## config.mk

```make
export PLATFORM = sky130hd
export DESIGN_NAME = ib_prefetch
export DESIGN_NICKNAME = d
export VERILOG_FILES = /design/src/rtl/ib_prefetch.sv
export SDC_FILE = /design/constraint.sdc
export NUM_CORES = 1
export LEC_CHECK = 0
export CAP_MARGIN = 20
export CORE_MARGIN = 8
export CORE_UTILIZATION = 50
export CTS_CLUSTER_DIAMETER = 30
export DETAILED_ROUTE_END_ITERATION = 7
export GPL_ROUTABILITY_DRIVEN = 0
export PLACE_DENSITY = 0.78
export SLEW_MARGIN = 0
export SYNTH_ARGS = -nofsm -noshare
export SYNTH_HDL_FRONTEND = slang
export SYNTH_SLANG_ARGS = --single-unit
```

## constraint.sdc

```tcl
create_clock -name mclk_l -period 3.75 [get_ports mclk_l]
set_input_delay 0.75 -clock mclk_l [delete_from_list [all_inputs] [get_ports mclk_l]]
set_output_delay 0.75 -clock mclk_l [all_outputs]
set_load 0.02 [all_outputs]
```

## src/rtl/ib_prefetch.sv

```systemverilog
// Instruction-byte prefetch buffer: fetches aligned longwords into a circular
// byte queue and presents the next two bytes, with their PC, to the decoder.
module ib_prefetch #(
  parameter int QBYTES = 8,
  parameter int VAW    = 32
) (
  input  logic           mclk_l,
  input  logic           reset_l,
  input  logic           flush_h,
  input  logic [VAW-1:0] flush_pc_h,
  input  logic [1:0]     consume_h,
  output logic [15:0]    xbuf_h,
  output logic [1:0]     ib_vld_h,
  output logic [VAW-1:0] pc_h,
  output logic           ib_err_h,
  output logic           mem_req_h,
  output logic [VAW-1:0] mem_addr_h,
  input  logic           mem_ack_h,
  input  logic [31:0]    mem_data_h,
  input  logic           mem_err_h
);

  localparam int HW = $clog2(QBYTES);
  localparam int CW = HW + 1;

  logic [HW-1:0]  head_q, head_d;
  logic [CW-1:0]  count_q, count_d;
  logic [VAW-1:0] pc_q, pc_d;
  logic [VAW-1:0] fpc_q, fpc_d;
  logic [1:0]     skip_q, skip_d;
  logic           err_q, err_d;
  logic           req_q, req_d;
  // Fetching is idle out of reset until the first flush supplies a PC.
  logic           run_q, run_d;

  logic [7:0]     qmem [QBYTES];

  logic [1:0]     eff;
  logic [2:0]     fill;
  logic           fill_en;
  logic [CW-1:0]  free;
  logic [CW-1:0]  need;
  logic [HW-1:0]  tail;
  logic [HW-1:0]  head_nx;
  logic [HW-1:0]  widx [4];

  always_comb begin
    ib_vld_h = (count_q >= CW'(2)) ? 2'd2 : count_q[1:0];
    eff      = (consume_h > ib_vld_h) ? ib_vld_h : consume_h;
    free     = CW'(QBYTES) - count_q;
    need     = CW'(3'd4 - {1'b0, skip_q});
    tail     = head_q + count_q[HW-1:0];
    head_nx  = head_q + HW'(1);
    fill_en  = !flush_h && req_q && mem_ack_h && !mem_err_h;
    fill     = fill_en ? (3'd4 - {1'b0, skip_q}) : 3'd0;
    for (int i = 0; i < 4; i++) begin
      widx[i] = tail + HW'(i) - HW'(skip_q);
    end
  end

  always_comb begin
    head_d  = head_q;
    count_d = count_q;
    pc_d    = pc_q;
    fpc_d   = fpc_q;
    skip_d  = skip_q;
    err_d   = err_q;
    req_d   = req_q;
    run_d   = run_q;
    if (flush_h) begin
      count_d = '0;
      err_d   = 1'b0;
      pc_d    = flush_pc_h;
      fpc_d   = {flush_pc_h[VAW-1:2], 2'b00};
      skip_d  = flush_pc_h[1:0];
      req_d   = 1'b0;
      run_d   = 1'b1;
    end else begin
      head_d  = head_q + HW'(eff);
      pc_d    = pc_q + VAW'(eff);
      count_d = count_q - CW'(eff) + CW'(fill);
      if (req_q && mem_ack_h) begin
        req_d = 1'b0;
        if (mem_err_h) begin
          err_d = 1'b1;
        end else begin
          skip_d = 2'd0;
          fpc_d  = fpc_q + VAW'(4);
        end
      end else if (!req_q && run_q && !err_q && (free >= need)) begin
        // Space is judged before this cycle's consume, so a request never
        // depends on the decoder's same-cycle handshake.
        req_d = 1'b1;
      end
    end
  end

  always_ff @(posedge mclk_l or negedge reset_l) begin
    if (!reset_l) begin
      head_q  <= '0;
      count_q <= '0;
      pc_q    <= '0;
      fpc_q   <= '0;
      skip_q  <= 2'd0;
      err_q   <= 1'b0;
      req_q   <= 1'b0;
      run_q   <= 1'b0;
    end else begin
      head_q  <= head_d;
      count_q <= count_d;
      pc_q    <= pc_d;
      fpc_q   <= fpc_d;
      skip_q  <= skip_d;
      err_q   <= err_d;
      req_q   <= req_d;
      run_q   <= run_d;
    end
  end

  // Byte storage needs no reset: lanes beyond the valid count are masked.
  always_ff @(posedge mclk_l) begin
    if (fill_en) begin
      for (int i = 0; i < 4; i++) begin
        if (2'(i) >= skip_q) begin
          qmem[widx[i]] <= mem_data_h[8*i +: 8];
        end
      end
    end
  end

  always_comb begin
    xbuf_h[7:0]  = (ib_vld_h != 2'd0) ? qmem[head_q]  : 8'h00;
    xbuf_h[15:8] = (ib_vld_h == 2'd2) ? qmem[head_nx] : 8'h00;
    pc_h         = pc_q;
    mem_req_h    = req_q;
    mem_addr_h   = fpc_q;
    ib_err_h     = err_q && (count_q == '0);
  end

endmodule
```

==> impl_metrics.env, run 1 <==
export IMPL_die_area_um2=25400
export IMPL_fillers=1575
export IMPL_critPathMaxStageDelay_ps=660
export IMPL_wl_um=31400
export IMPL_clkSinkCount=138
export IMPL_vias=9112
export IMPL_cts_made_buffers=17
export IMPL_drv_slew=0
export IMPL_synth_ff_latch_count=138
export IMPL_postSynth_asyncResetShare_pct=53.6
export IMPL_grt_pass1_vias=8743
export IMPL_critPathArrivalTime_ps=3670
export IMPL_path_class="reg -> reg"
export IMPL_final_core_util_pct=63.1
export IMPL_drive_gt1_share_pct=16.9
export IMPL_ant_nets=0
export IMPL_power_leakage_nw=5.02
export IMPL_yosysUniqueCellTypes=58
export IMPL_maxCapViolCount=0
export IMPL_yosysMostFrequentCell="nor2_1"
export IMPL_final_cells=1472
export IMPL_final_period_utilization_pct=97.4
export IMPL_post_synth_top_area_cell="edfxtp_1"
export IMPL_detail_route_first_pass_iterations=5
export IMPL_min_delay_path_class="in -> async"
export IMPL_use_met3_pct=4.94
export IMPL_dr_first_iter_drc_count=1160
export IMPL_initial_core_util_pct=50.8
export IMPL_clk_pin_slew_ps=60
export IMPL_dp_cells=1440
export IMPL_grt_pass1_wl_um=49700
export IMPL_worst_slew_pin_slew_ps=950
export IMPL_met1_usage_pct=32.1
export IMPL_root_buffer="clkbuf_16"
export IMPL_avgSynthCellArea_um2=9.82
export IMPL_synthToLayoutAreaGrowth_pct=24.1
export IMPL_antenna_found_initial=0
export IMPL_startpoint_type="flip-flop"
export IMPL_vdd_drop_max_uv=780
export IMPL_hpwl_um=23600
export IMPL_clk_latency_ps=420
export IMPL_synthTopCellsByArea="edfxtp_1 (19%), dfrtp_1 (18%), mux4_2 (7.0%)"
export IMPL_use_met2_pct=39.5
export IMPL_power_density_nw_per_um2=727
export IMPL_synthTopCellsByCount="nor2_1 (113), nand2_1 (112), and3_1 (79)"
export IMPL_die_h_um=159
export IMPL_std_cell_rows=52
export IMPL_core_area_um2=20200
export IMPL_crit_fanout=36
export IMPL_cts_hold_buf=0
export IMPL_critical_path_most_common_cell="ha_1"
export IMPL_routedWlPerCell_um=21.3
export IMPL_synth_top_area_share_pct=18.7
export IMPL_final_net_count=1295
export IMPL_power_w=0.00928
export IMPL_syn_cell_area_um2=10300
export IMPL_fin_hold_ws_ps=478
export IMPL_run_status="completed"
export IMPL_htreeDepth=4
export IMPL_final_hold_viol_count=0
export IMPL_yosys_warnings=0
export IMPL_ys_flop_type="dfrtp_1"
export IMPL_crit_path_cell_trace="buf_4 -> ha_1 -> fa_1 -> ha_1 -> inv_1 -> ha_1 -> xor3_4 -> nand2_2 -> nand3_1"
export IMPL_crit_family="adder cells"
export IMPL_setup_viol=0
export IMPL_drc=0
export IMPL_period_needed_ps=3650
export IMPL_ys_seq_area_share_pct=36.7
export IMPL_fmax_ghz=0.274
export IMPL_cts_tree="built"
export IMPL_crit_slowest_cell="xor3_4"
export IMPL_path_buf_inv=2
export IMPL_slew_headroom_pct=36.7
export IMPL_busiest_layer="met2"
export IMPL_grt_max_degree=76
export IMPL_grt_ovfl_total=0
export IMPL_finClkSkew_ps=8.38
export IMPL_critPathCaptureType="flip-flop"
export IMPL_die_w_um=159
export IMPL_required_ps=3760
export IMPL_syn_instance_count=1047
export IMPL_port_buffers=152
export IMPL_diodes=0
export IMPL_clk_path_buf_depth=2
export IMPL_io_pin_count=155
export IMPL_routed_via_density=6.19
export IMPL_synth_edf_count=64
export IMPL_grt_use_total_pct=24.2
[layout make-up]
cell class	count	area (µm²)	share of cell area, %
clock buffer	17	425	3.33
timing repair buffer	195	1840	14.4
tap	270	338	2.65
multi-input combinational	803	6110	47.9
inverter	34	131	1.03
sequential	138	3770	29.6
clock inverter	15	140	1.10
[per-layer routing]
| metal | part of all wire [%] | routed length (µm) |
|---|---|---|
| met1 | 41 | 12800 |
| met2 | 48 | 15100 |
| met3 | 9.0 | 2820 |
| met4 | 2.0 | 630 |
| met5 | 0 | 0 |
[worst paths after layout]
check | start | slack, ps | cells after the start | to
min in group mclk_l | run_q | 480 | 1 | run_q
worst min register to register | run_q | 480 | 1 | run_q
max in group asynchronous | reset_l | 2610 | 1 | count_q[1]
worst min-delay path | reset_l | 480 | 1 | pc_h[19]
worst max register to register | count_q[0] | 100 | 9 | qmem[0][1]
worst max-delay path | count_q[0] | 100 | 9 | qmem[0][1]
[through the flow]
step | setup WS (ps) | instance area (µm²) | setup TNS [ps]
4_1_cts | 16.8 | 12700 | 0
2_1_floorplan | 28.8 | 10300 | 0
3_3_place_gp | -75.1 | 12200 | -142
5_1_grt | -15.9 | 12800 | -15.9
3_5_place_dp | -118 | 12200 | -317
6_report | 98.6 | 12800 | 0
[power breakdown]
part	switching (W)	internal (W)
clock	0.000682	0.000922
combinational	0.00324	0.00236
sequential	0.000226	0.00184
total	0.00415	0.00513
[logic make-up after synthesis]
logic type | synth area share, %
AOI/OAI and AO/OA | 11.3
xor gates and xnor gates | 7.13
adders and majority gates | 4.70
buffers and inverters | 4.48
DFF | 36.7
muxes | 14.1
other | 0.0365
and+or+nand+nor | 21.6
[cells in the final DEF, fill, tap and decap left out, types with 28 or more instances in the layout]
| cell type | count |
|---|---|
| mux4_2 | 32 |
| xor2_1 | 28 |
| nor2_1 | 111 |
| nand3_1 | 35 |
| nand2_1 | 112 |
| o31ai_1 | 63 |
| inv_1 | 33 |
| a211oi_1 | 64 |
| xnor2_1 | 42 |
| clkdlybuf4s50_1 | 150 |
| and3_1 | 79 |
| edfxtp_1 | 64 |
| mux2_2 | 51 |
| dfrtp_1 | 73 |
| buf_4 | 45 |
| ha_1 | 28 |
[worst reg2reg max path, delay by kind of cell (launching register included)]
kind | cells | cell delay [ps]
xor gates and xnor gates | 1 | 660
DFF | 1 | 400
buffers and inverters | 2 | 220
adders and majority gates | 4 | 1220
and+or+nand+nor | 2 | 750
[sequential cells by signal, summed over array words and instances (netlist names)]
register / count
skip_q: 2
mem_addr_h: 30
pc_h: 32
head_q: 3
err_q: 1
count_q: 4
qmem: 64
mem_req_h: 1
run_q: 1
[timing repair]
action	4_1_cts	5_1_grt
endpoints found under the setup margin	1	105
buffers inserted	0	0
gates resized for setup	1	10
Power figures use the tool's default switching activity.
==> inputs of run 2 (changes only) <==
--- a/config.mk
+++ b/config.mk
@@ -16,3 +16,4 @@
 export SYNTH_ARGS = -nofsm -noshare
 export SYNTH_HDL_FRONTEND = slang
 export SYNTH_SLANG_ARGS = --single-unit
+export TNS_END_PERCENT = 10
==> constraint.sdc (replaced) <==
create_clock -name mclk_l -period 3.75 [get_ports mclk_l]
set_input_delay 0.75 -clock mclk_l [delete_from_list [all_inputs] [get_ports mclk_l]]
set_output_delay 0.75 -clock mclk_l [all_outputs]
set_load 0.005 [all_outputs]
==> run 2 against run 1 <==
Sequential share of layout area hardly changed. Final cell count hardly changed. Core utilization about the same. Non-clock buffer count is 1 lower. Flip-flop and latch count did not move. Fmax is 0.46% lower. Via count shrank 0.72%.
==> impl_metrics.env, run 2 (synthesized netlist as in run 1, its figures left out) <==
export IMPL_run_status="completed"
export IMPL_core_area_um2=20200
export IMPL_final_common_cell="clkdlybuf4s50_1"
export IMPL_slew_headroom_pct=36.9
export IMPL_clk_latency_ps=420
export IMPL_fillers=1604
export IMPL_fin_hold_ws_ps=476
export IMPL_rsz0062_at_grt="true"
export IMPL_cts_tree="built"
export IMPL_dr_first_iter_drc_count=1175
export IMPL_clkSinkCount=138
export IMPL_worst_slew_pin_slew_ps=946
export IMPL_combPwrFrac_pct=59.3
export IMPL_io_pin_count=155
export IMPL_critical_path_most_common_cell="ha_1"
export IMPL_grt_pass1_vias=8716
export IMPL_reg2reg_slack_ps=80
export IMPL_critPathCaptureType="flip-flop"
export IMPL_seq_power_share_pct=23.2
export IMPL_clk_pin_slew_ps=60
export IMPL_hpwl_um=24100
export IMPL_die_area_um2=25400
export IMPL_min_delay_path_class="in -> async"
export IMPL_routedWlPerCell_um=21.4
export IMPL_power_switching_share_pct=43.3
export IMPL_die_w_um=159
export IMPL_final_period_utilization_pct=97.8
export IMPL_antenna_found_initial=0
export IMPL_final_net_count=1294
export IMPL_routed_via_density=6.15
export IMPL_seq_area_um2=3770
export IMPL_p_int_w=0.00507
export IMPL_clk_path_buf_depth=2
export IMPL_grt_use_total_pct=24.1
export IMPL_largest_reg_flops=64
export IMPL_path_class="reg -> reg"
export IMPL_cts_made_buffers=17
export IMPL_synthToLayoutAreaGrowth_pct=24.1
export IMPL_dp_cells=1438
export IMPL_detail_route_first_pass_iterations=6
export IMPL_crit_path_cell_trace="buf_4 -> ha_1 -> fa_1 -> ha_1 -> inv_1 -> ha_1 -> xnor3_4 -> nand2_2 -> nand3_1"
export IMPL_grt_ovfl_total=0
export IMPL_vdd_drop_max_uv=725
export IMPL_ant_nets=0
export IMPL_power_density_nw_per_um2=701
export IMPL_drv_slew=0
export IMPL_final_hold_viol_count=0
export IMPL_critPathArrivalTime_ps=3650
export IMPL_grt_pass1_wl_um=49500
export IMPL_drc=0
export IMPL_cts_hold_buf=0
export IMPL_root_buffer="clkbuf_16"
export IMPL_crit_fanout=36
export IMPL_maxCapViolCount=0
export IMPL_initial_core_util_pct=50.8
export IMPL_clockPowerShare_pct=17.5
export IMPL_power_leakage_nw=5.03
export IMPL_critPathMaxStageDelay_ps=640
export IMPL_required_ps=3730
export IMPL_port_buffers=152
export IMPL_p_sw_w=0.00387
export IMPL_std_cell_rows=52
export IMPL_crit_slowest_cell="xnor3_4"
export IMPL_htreeDepth=4
export IMPL_finClkSkew_ps=11.2
export IMPL_setup_viol=0
export IMPL_die_h_um=159
export IMPL_drive_gt1_share_pct=17.1
export IMPL_r2r_start="count_q[0]"
export IMPL_startpoint_type="flip-flop"
export IMPL_multiInputGateArea_um2=6140
export IMPL_wl_um=31500
export IMPL_period_needed_ps=3670
export IMPL_vias=9046
export IMPL_grt_max_degree=75
export IMPL_final_cells=1471
export IMPL_layout_common_cells="clkdlybuf4s50_1 (150), nand2_1 (111), nor2_1 (110)"
export IMPL_diodes=0
export IMPL_power_w=0.00895
export IMPL_reg2reg_to="qmem[7][5]"
export IMPL_reg2regPathDepth=9
export IMPL_fmax_ghz=0.273
[run 2: worst max path at each step]
stage,from,end,slack (ps),cells past startpoint
floorplan,count_q[0],pc_h[14],90,16
global placement,consume_h[1],pc_h[15],-40,12
detailed placement,consume_h[1],pc_h[15],-120,12
CTS,count_q[0],pc_h[30],30,17
global route,count_q[0],pc_h[14],-30,15
finish,count_q[0],qmem[7][5],80,9
[run 2: power groups by stage]
| stage | registers [W] | clock network, W | logic, W |
|---|---|---|---|
| 4_1_cts | 0.00207 | 0.00158 | 0.00516 |
| 2_1_floorplan | 0.00204 | 0 | 0.00350 |
| 6_report | 0.00208 | 0.00157 | 0.00531 |
| 5_1_grt | 0.00211 | 0.00164 | 0.00571 |
| 3_3_place_gp | 0.00207 | 0 | 0.00497 |
| 3_5_place_dp | 0.00209 | 0 | 0.00511 |
[run 2: metal layers]
metal	track usage [%]	wire (µm)
met1	32.2	12900
met2	38.5	15000
met3	5.02	2750
met4	7.85	811
met5	0	0
[run 2: final cells by class]
class,instances,share of cell area (%)
clock buffer,17,3.33
clock inverter,15,0.990
inverter,34,1.00
multi-input combinational,803,48.1
sequential,138,29.6
tap,270,2.65
timing repair buffer,194,14.4
[run 2: what timing repair did]
action,CTS,global route
setup endpoints to repair,16,65
pin swaps,0,1
hold endpoints to repair,0,0
setup buffers,0,1
gates resized for setup,4,15
[run 2: stage by stage]
stage	setup TNS, ps	setup slack (ps)	util (%)	cell area, µm²
floorplan	0	90.1	-	10300
global placement	-36.4	-36.4	59.9	12100
detailed placement	-649	-125	59.9	12100
CTS	0	30.0	62.8	12700
global route	-28.8	-27.0	63.1	12800
finish	0	81.6	63.1	12800
[run 2: critical path: cells and delay by family (launching register included)]
kind | cells | cell delay (ps)
flops | 1 | 390
xor+xnor | 1 | 640
buf+inv | 2 | 220
simple gates | 2 | 770
fa+ha+maj | 4 | 1210
